**src/rtl/srdl_intr_reg_if.sv**
```systemverilog
// ============================================================================
//  Module      : srdl_intr_reg_if
//  Description : Software access bus for the interrupt register block.
//                The master drives access/strobe/address/write data. The
//                slave returns registered read data and a read-valid pulse.
//  Revision    : 1.0 - initial release
// ============================================================================
`default_nettype none

interface srdl_intr_reg_if #(
    parameter int WIDTH = 8
);
    logic             acc;
    logic             rd;
    logic             wr;
    logic [1:0]       sw_addr;
    logic [WIDTH-1:0] sw_wdata;
    logic [WIDTH-1:0] sw_rdata;
    logic             rd_valid;

    modport master (
        output acc, rd, wr, sw_addr, sw_wdata,
        input  sw_rdata, rd_valid
    );

    modport slave (
        input  acc, rd, wr, sw_addr, sw_wdata,
        output sw_rdata, rd_valid
    );
endinterface

`default_nettype wire

```
**src/rtl/srdl_intr_reg.sv**
```systemverilog
// ============================================================================
//  Module      : srdl_intr_reg
//  Description : Interrupt status register block. Each source bit can be
//                level, rising, falling or any-edge detected. The block has
//                a sticky STATUS register (write-1-to-clear), an ENABLE mask,
//                a TEST set port and a saturating event counter. It drives a
//                registered irq with an optional low-time holdoff.
//  Revision    : 1.0 - initial release
// ============================================================================
`default_nettype none

module srdl_intr_reg #(
    parameter int                   WIDTH        = 8,
    parameter logic [2*WIDTH-1:0]   MODE         = '0,
    parameter logic [WIDTH-1:0]     ENABLE_RESET = '1,
    parameter int                   HOLDOFF      = 0,
    parameter int                   CNTW         = 8
) (
    input  wire logic             clk,
    input  wire logic             rst,
    input  wire logic [WIDTH-1:0] hw_in_i,
    srdl_intr_reg_if.slave        bus,
    output logic                  irq_o,
    output logic [WIDTH-1:0]      status_o
);

    // Holdoff counter must be at least one bit wide even when HOLDOFF is 0.
    localparam int              HOLDW       = (HOLDOFF > 0) ? $clog2(HOLDOFF + 1) : 1;
    localparam logic [HOLDW-1:0] c_HOLD_LOAD = HOLDW'(HOLDOFF);
    localparam logic [CNTW-1:0]  c_CNT_MAX   = '1;

    localparam logic [1:0] c_ADDR_STATUS = 2'd0;
    localparam logic [1:0] c_ADDR_ENABLE = 2'd1;
    localparam logic [1:0] c_ADDR_TEST   = 2'd2;
    localparam logic [1:0] c_ADDR_COUNT  = 2'd3;

    logic [WIDTH-1:0] hw_q;
    logic [WIDTH-1:0] status_q,   status_d;
    logic [WIDTH-1:0] enable_q,   enable_d;
    logic [WIDTH-1:0] sw_rdata_q, sw_rdata_d;
    logic [CNTW-1:0]  count_q,    count_d;
    logic [HOLDW-1:0] hold_q,     hold_d;
    logic             irq_q,      irq_d;
    logic             rd_valid_q, rd_valid_d;

    logic [WIDTH-1:0] w_event;
    logic [WIDTH-1:0] w_clr;
    logic [WIDTH-1:0] w_tset;
    logic [WIDTH-1:0] w_cnt_rd;
    logic [WIDTH-1:0] w_rd_mux;
    logic             w_wr_en;
    logic             w_rd_en;

    assign w_wr_en = bus.acc & bus.wr;
    assign w_rd_en = bus.acc & bus.rd;

    // Per-bit event detection; the mode of each bit is fixed at elaboration.
    genvar gi;
    generate
        for (gi = 0; gi < WIDTH; gi++) begin : g_evt
            localparam logic [1:0] c_MODE = MODE[2*gi +: 2];
            assign w_event[gi] =
                (c_MODE == 2'b00) ? hw_in_i[gi] :
                (c_MODE == 2'b01) ? (hw_in_i[gi] & ~hw_q[gi]) :
                (c_MODE == 2'b10) ? (~hw_in_i[gi] & hw_q[gi]) :
                                    (hw_in_i[gi] ^ hw_q[gi]);
        end
    endgenerate

    // COUNT is presented zero-extended, or truncated when wider than the bus.
    generate
        if (CNTW >= WIDTH) begin : g_cnt_trunc
            assign w_cnt_rd = count_q[WIDTH-1:0];
        end else begin : g_cnt_ext
            assign w_cnt_rd = {{(WIDTH-CNTW){1'b0}}, count_q};
        end
    endgenerate

    // Next-state logic for registers, counter, read path and irq holdoff.
    always_comb begin
        w_clr      = (w_wr_en && bus.sw_addr == c_ADDR_STATUS) ? bus.sw_wdata : '0;
        w_tset     = (w_wr_en && bus.sw_addr == c_ADDR_TEST)   ? bus.sw_wdata : '0;

        // Event and test-set are OR-ed after the clear, so set wins.
        status_d   = (status_q & ~w_clr) | w_event | w_tset;

        enable_d   = (w_wr_en && bus.sw_addr == c_ADDR_ENABLE) ? bus.sw_wdata : enable_q;

        count_d    = count_q;
        if (w_wr_en && bus.sw_addr == c_ADDR_COUNT) begin
            count_d = '0;
        end else if ((|(w_event & enable_q)) && (count_q != c_CNT_MAX)) begin
            count_d = count_q + CNTW'(1);
        end

        case (bus.sw_addr)
            c_ADDR_STATUS: w_rd_mux = status_q;
            c_ADDR_ENABLE: w_rd_mux = enable_q;
            c_ADDR_TEST:   w_rd_mux = '0;
            default:       w_rd_mux = w_cnt_rd;
        endcase
        sw_rdata_d = w_rd_en ? w_rd_mux : sw_rdata_q;
        rd_valid_d = w_rd_en;

        irq_d      = (|(status_q & enable_q)) && (hold_q == '0);

        hold_d     = hold_q;
        if (irq_q && !irq_d) begin
            hold_d = c_HOLD_LOAD;
        end else if (hold_q != '0) begin
            hold_d = hold_q - HOLDW'(1);
        end
    end

    // State registers with synchronous reset overriding all bus activity.
    always_ff @(posedge clk) begin
        if (rst) begin
            hw_q       <= '0;
            status_q   <= '0;
            enable_q   <= ENABLE_RESET;
            count_q    <= '0;
            hold_q     <= '0;
            irq_q      <= 1'b0;
            sw_rdata_q <= '0;
            rd_valid_q <= 1'b0;
        end else begin
            hw_q       <= hw_in_i;
            status_q   <= status_d;
            enable_q   <= enable_d;
            count_q    <= count_d;
            hold_q     <= hold_d;
            irq_q      <= irq_d;
            sw_rdata_q <= sw_rdata_d;
            rd_valid_q <= rd_valid_d;
        end
    end

    assign bus.sw_rdata = sw_rdata_q;
    assign bus.rd_valid = rd_valid_q;
    assign irq_o        = irq_q;
    assign status_o     = status_q;

endmodule

`default_nettype wire
```
**src/flat_wrapper.sv**
```systemverilog
// flat-port wrapper written by rule: the top's interface ports become plain ports
module srdl_intr_reg_flat 
#(
    parameter int                   WIDTH        = 8,
    parameter logic [2*WIDTH-1:0]   MODE         = '0,
    parameter logic [WIDTH-1:0]     ENABLE_RESET = '1,
    parameter int                   HOLDOFF      = 0,
    parameter int                   CNTW         = 8
)
  (clk, rst, hw_in_i, irq_o, status_o, bus_acc, bus_rd, bus_wr, bus_sw_addr, bus_sw_wdata, bus_sw_rdata, bus_rd_valid);
  srdl_intr_reg_if #(.WIDTH(WIDTH)) bus_i ();
  input  wire logic clk;
  input  wire logic rst;
  input  wire logic [WIDTH-1:0] hw_in_i;
  output logic irq_o;
  output logic [WIDTH-1:0] status_o;
  input wire logic [$bits(bus_i.acc)-1:0] bus_acc;
  input wire logic [$bits(bus_i.rd)-1:0] bus_rd;
  input wire logic [$bits(bus_i.wr)-1:0] bus_wr;
  input wire logic [$bits(bus_i.sw_addr)-1:0] bus_sw_addr;
  input wire logic [$bits(bus_i.sw_wdata)-1:0] bus_sw_wdata;
  output wire logic [$bits(bus_i.sw_rdata)-1:0] bus_sw_rdata;
  output wire logic [$bits(bus_i.rd_valid)-1:0] bus_rd_valid;
  assign bus_i.acc = bus_acc;
  assign bus_i.rd = bus_rd;
  assign bus_i.wr = bus_wr;
  assign bus_i.sw_addr = bus_sw_addr;
  assign bus_i.sw_wdata = bus_sw_wdata;
  assign bus_sw_rdata = bus_i.sw_rdata;
  assign bus_rd_valid = bus_i.rd_valid;
  srdl_intr_reg #(.WIDTH(WIDTH), .MODE(MODE), .ENABLE_RESET(ENABLE_RESET), .HOLDOFF(HOLDOFF), .CNTW(CNTW)) u_core (.clk(clk), .rst(rst), .hw_in_i(hw_in_i), .bus(bus_i), .irq_o(irq_o), .status_o(status_o));
endmodule
```
**config.mk**
```make
export PLATFORM = sky130hd
export DESIGN_NAME = srdl_intr_reg_flat
export DESIGN_NICKNAME = d
export VERILOG_FILES = /design/src/rtl/srdl_intr_reg_if.sv /design/src/rtl/srdl_intr_reg.sv /design/src/flat_wrapper.sv
export SDC_FILE = /design/constraint.sdc
export NUM_CORES = 1
export LEC_CHECK = 0
export BUFFER_PORTS_ARGS = -buffer_cell sky130_fd_sc_hd__buf_2
export CORE_ASPECT_RATIO = 1.2
export CORE_MARGIN = 2
export CORE_UTILIZATION = 47
export CTS_CLUSTER_SIZE = 8
export DETAILED_ROUTE_END_ITERATION = 6
export PLACE_DENSITY = 0.74
export SLEW_MARGIN = 20
export SYNTH_ARGS = -nofsm -noshare
export SYNTH_HDL_FRONTEND = slang
export SYNTH_SLANG_ARGS = --single-unit
```
**constraint.sdc**
```tcl
create_clock -name clk -period 1.7 [get_ports clk]
set_clock_uncertainty 0.15 [all_clocks]
set_input_delay 0.255 -clock clk [delete_from_list [all_inputs] [get_ports clk]]
set_output_delay 0.255 -clock clk [all_outputs]
set_load 0.02 [all_outputs]
```
======== Yosys cells after proc, flatten, opt, wreduce, memory -nomap -nowiden ========
Cells that the tools add are included.
storage, ports and cells
  register bits after elaboration ......... 35
  output and inout port bits .............. 18
  logic and storage cells ................. 38
operators by class
  $add $sub $neg .......................... 2
  equality and inequality tests ........... 4
  muxes and demuxes ....................... 3
  bitwise gates (word level) .............. 9
  reductions and logical operators ........ 13
operator list
  kind                                                              number
  8-bit bitwise AND                                                 3
  8-bit one-hot mux with 3 select lines                             1
  8-bit two-way mux                                                 2
  8-bit bitwise OR                                                  2
  8-bit OR reduction                                                2
  8-bit by 1-bit adder with 8-bit output (second input constant)    1
  8-bit inequality test (second input constant)                     1
  8-bit inverter                                                    1
  1-bit logical AND                                                 7
  2-bit == test (second input constant)                             2
  3-bit OR reduction                                                1
  1-bit bitwise AND                                                 2
  2-bit by 1-bit == test with 1-bit output (second input constant)  1
  2-bit zero test                                                   1
  2-bit OR reduction                                                1
  1-bit zero test                                                   1
  1-bit inverter                                                    1
  1-bit subtractor (second input constant)                          1

======== Longest topological paths before layout ========
  depth after elaboration ................. 7
  gate-level depth with buffers ........... 6
  depth with buffers taken out ............ 5

======== Least setup slack after synthesis ========
OpenSTA, ideal clock, no wires.
  kind .................................... register to register
  from .................................... register u_core.count_q[0]
  to ...................................... register u_core.count_q[2]
  arrival time ............................ 1385 ps
  data required time ...................... 1483 ps
  slack ................................... 98 ps
  stages on the path, launching flop included .. 7
  path buffers ............................ 1
  path through ............................ dfxtp_1 ha_1 nand2_1 or3_1 buf_6 and3_4 o21ai_2
between the ends
  longest elaborated chain between the ends .. 2
  elaborated cells between the ends (all ways) .. 3
  classes of those cells .................. 1 x add/sub; 1 x eq/ne; 1 x reduce/logical
ends and longest elaborated chain
  element                                                                                         RTL line              text
  from (decl)                                                                                     srdl_intr_reg.sv:41   logic [CNTW-1:0] count_q, count_d;
  from (signal assigned)                                                                          srdl_intr_reg.sv:130  count_q <= count_d;
  parallel branches: the longest is 2 deep, another holds 8-bit by 1-bit adder with 8-bit output  -
Several ways; the timed one is not identified.
A chain may end at the register's enable or synchronous reset.

======== Worst setup path in the final report ========
  from .................................... register u_core.count_q[1]
  to ...................................... register u_core.count_q[2]
The elaborated chain is that of the path after synthesis.

==> summary.txt <==
Status
  • Status: finished clean

Floorplan
  • FP Rows: 24
  • Io pins: 41
  • Die Width: roughly 59 um
  • Initial core utilization: 48.2%
  • Die Y: 70.0 um
  • Core area: approximately 3500 um^2
  • Die Area: 4130 um^2

Setup path
  • Crit path kind: reg2reg
  • Crit start category: flop
  • Critical path data required time: between 1.5 and 2 ns
  • Worst Path Max Fanout: 9
  • Setup crit end kind: flop
  • Crit path DAT: around 1.7 ns

Clock network
  • TritonCTS clock tree: yes
  • Post_cts resized: 0
  • Post-CTS Setup Inserts: 0
  • Clk_lat worst skew: roughly 0.29 ns
  • Root Driver: clkbuf_8
  • H-Tree Depth: 2
  • # hold bufs at CTS: 0
  • Clk sinks: 35
  • Clock Path Buffers: 2
  • TritonCTS buffer count: 5
  • Clk slew on worst S/H paths: approximately 0.07 ns

Finish
  • Antenna cell count: 0
  • Area delta synth->final: 21.5%
  • Nets: approximately 270
  • Share of cells above drive strength 1: 26.9%

Synth
  • Synth Register Bits: 35
  • Number of synthesized flops with an enable pin: 0
  • Yosys cell types: 39
  • Avg Cell Area, Syn: between 8 and 9 um^2
  • Seq/Total Area, Yosys: approximately two fifths
  • Largest cells by area after synthesis: dfxtp_1 (41%), nor2_1 (6.4%), mux2i_1 (5.9%), nand2_1 (5.3%), a311oi_1 (4.6%)
  • Post-synthesis simple-gate area fraction: between 20% and 30%
  • Net Count, Synth: approximately 220
  • Post-synthesis adder-cell area fraction: less than 1%
  • Post-synthesis compound-gate area fraction: a little under a quarter
  • Yosys Warn Count: 0
  • Post-Synth XOR/XNOR Area: 0%
  • Post-synth top area cell: dfxtp_1
  • Main flop type after synthesis: dfxtp_1
  • Post-synth top area share: between 40 and 50%
  • Post-synthesis mux area share: between 5 and 6%
  • FFs w/ async S/R, synth: 0%
  • Largest family of logic cells by synthesized area: simple AND/OR/NAND/NOR gates
  • Syn Inst Count: between 150 and 200
  • Mapped Area: 1710 um^2

STA
  • Fmax: around 0.62 GHz
  • Post-route clock period utilization: 94.8%
  • Pins over their slew limit: 0
  • RSZ-0062 raised after global routing: false
  • Setup-failing EPs final: 0
  • Final Hold Vio Count: 0
  • Setup TNS: 0 ns
  • Fin crit period: approximately 1.6 ns

Drt
  • Vias per cell: between 5 and 6
  • Remaining DRCs: 0
  • Drt pass-1 iters: 4
  • M1 WL: approximately 1900 um
  • Max layer used: met4
  • DR vias: roughly 1700
  • Drt initial violations: 69
  • Wirelength per Cell: approximately 15 um
  • Routed wl met3: 300 um
  • Met2 Wirelength: approximately 2000 um
  • Routed WL: around 4200 um
  • Post-DRT Antenna Nets: 0

GRT
  • Total gr overflow: 0
  • Vias in the first global route: roughly 1500
  • GRT Resource Usage Total: 21.4%
  • Largest net degree at the start of global routing: 27
  • Initial antenna violation count: 0
  • First-pass GRT wire length: 6760 um

Placed design
  • Global placement routability congestion: about 0.9
  • Post-detail-place hpwl: ~3000 um
  • # port buffers: 40

Hold path
  • Worst hold path type: in2reg

Flow run
  • Max_cap viols: 0

Pwr
  • Cell Pwr Density: between 800 and 900 nW/um^2
  • Leak: about 0.95 nW
  • Design Power: approximately 1.8 mW
  • Maximum VDD drop: ~460 uV
sequential cells by signal, summed over array words and instances, names as in the netlist:
name and cells:
u_core.bus.rd_valid 1, u_core.bus.sw_rdata 8, u_core.count_q 8, u_core.enable_q 8, u_core.hold_q 1, u_core.irq_o 1, u_core.status_o 8
per-layer routing:
metal	track usage, %	vias up
met3	6.67	6
met4	8.08	0
li1	-	819
met5	0	-
met1	28.4	787
met2	32.3	60
cells by family after synthesis:
group | count (synthesis)
mux | 10
compound gates | 53
buf+inv | 15
fa+ha+maj | 1
flops | 35
other cells | 1
simple gates | 82
stage by stage:
stage	hold slack [ns]	std cells	setup slack, ns	utilization (%)	cell area (um^2)
floorplan	0.218	197	0.0981	-	1710
global placement	0.235	276	0.0420	56.1	1990
detailed placement	0.240	276	0.0209	56.1	1990
CTS	0.0452	284	0.0262	58.4	2070
global route	0.0490	284	0.0252	58.5	2070
finish	0.0513	284	0.0887	58.5	2070
cell usage after synthesis, types with 2 or more instances:
cell type	count
and4b_1	2
a311oi_1	9
a22oi_1	6
mux2i_1	10
nand3b_1	9
nor2_1	29
clkbuf_1	5
nand2b_1	3
a21boi_0	8
nand2_1	24
a41o_1	3
and2_1	2
nand4b_1	2
dfxtp_1	35
buf_4	2
buf_2	4
a211oi_1	9
nand3_1	2
nand4_1	3
a21oi_1	11
worst max-delay path, stage by stage (launching register included):
cell and delay [ns]:
dfxtp_1 0.39, ha_1 0.20, nand2_1 0.09, or3_4 0.39, and3_4 0.20, o21ai_2 0.12
power by group:
part / switching (mW) / internal, mW
Combinational: 0.170 / 0.128
Sequential: 0.0345 / 0.864
Clock: 0.289 / 0.287
Total: 0.494 / 1.28
placed cells by master, fill, tap and decap left out:
cell type,synthesis,final
nand2_1,24,24
and3_4,1,1
a21oi_1,11,11
and3_2,1,1
nand3b_1,9,9
a31oi_1,1,1
dfxtp_1,35,35
a22o_1,1,1
nand4_1,3,3
o21ai_2,1,1
ha_1,1,1
or3_4,0,1
nor2_1,29,29
nand2b_1,3,3
mux2i_1,10,10
a221oi_1,1,1
a22oi_1,6,6
clkbuf_1,5,2
nor2b_1,1,1
inv_1,1,1
a41o_1,3,3
nand3_1,2,2
and3_1,1,1
and4b_1,2,2
a41oi_2,1,1
nand4b_1,2,2
conb_1,1,1
and2_1,2,2
a311oi_1,9,9
clkinv_2,0,1
a211oi_1,9,9
and3b_1,1,1
buf_4,2,14
buf_2,4,40
clkbuf_8,0,5
a21boi_0,8,8
a41oi_1,1,1
a31o_2,1,1
worst paths after layout:
kind,end,depth (start not counted),start,slack (ns)
hold / removal,u_core.status_o[5],3,hw_in_i[5],0.05
hold reg to reg,u_core.irq_o,1,u_core.hold_q,0.26
setup reg to reg,u_core.count_q[2],5,u_core.count_q[1],0.09
setup / recovery,u_core.count_q[2],5,u_core.count_q[1],0.09
area by class of cell:
| class | instances | area (um^2) |
|---|---|---|
| Clock buffer | 7 | 76.3 |
| Clock inverter | 1 | 5.00 |
| Fill cell | 324 | 1470 |
| Inverter | 1 | 3.75 |
| Multi-Input combinational cell | 147 | 935 |
| Sequential cell | 35 | 701 |
| Tap cell | 39 | 48.8 |
| Timing Repair Buffer | 54 | 305 |
No activity file was read; power rests on OpenSTA's default activity.
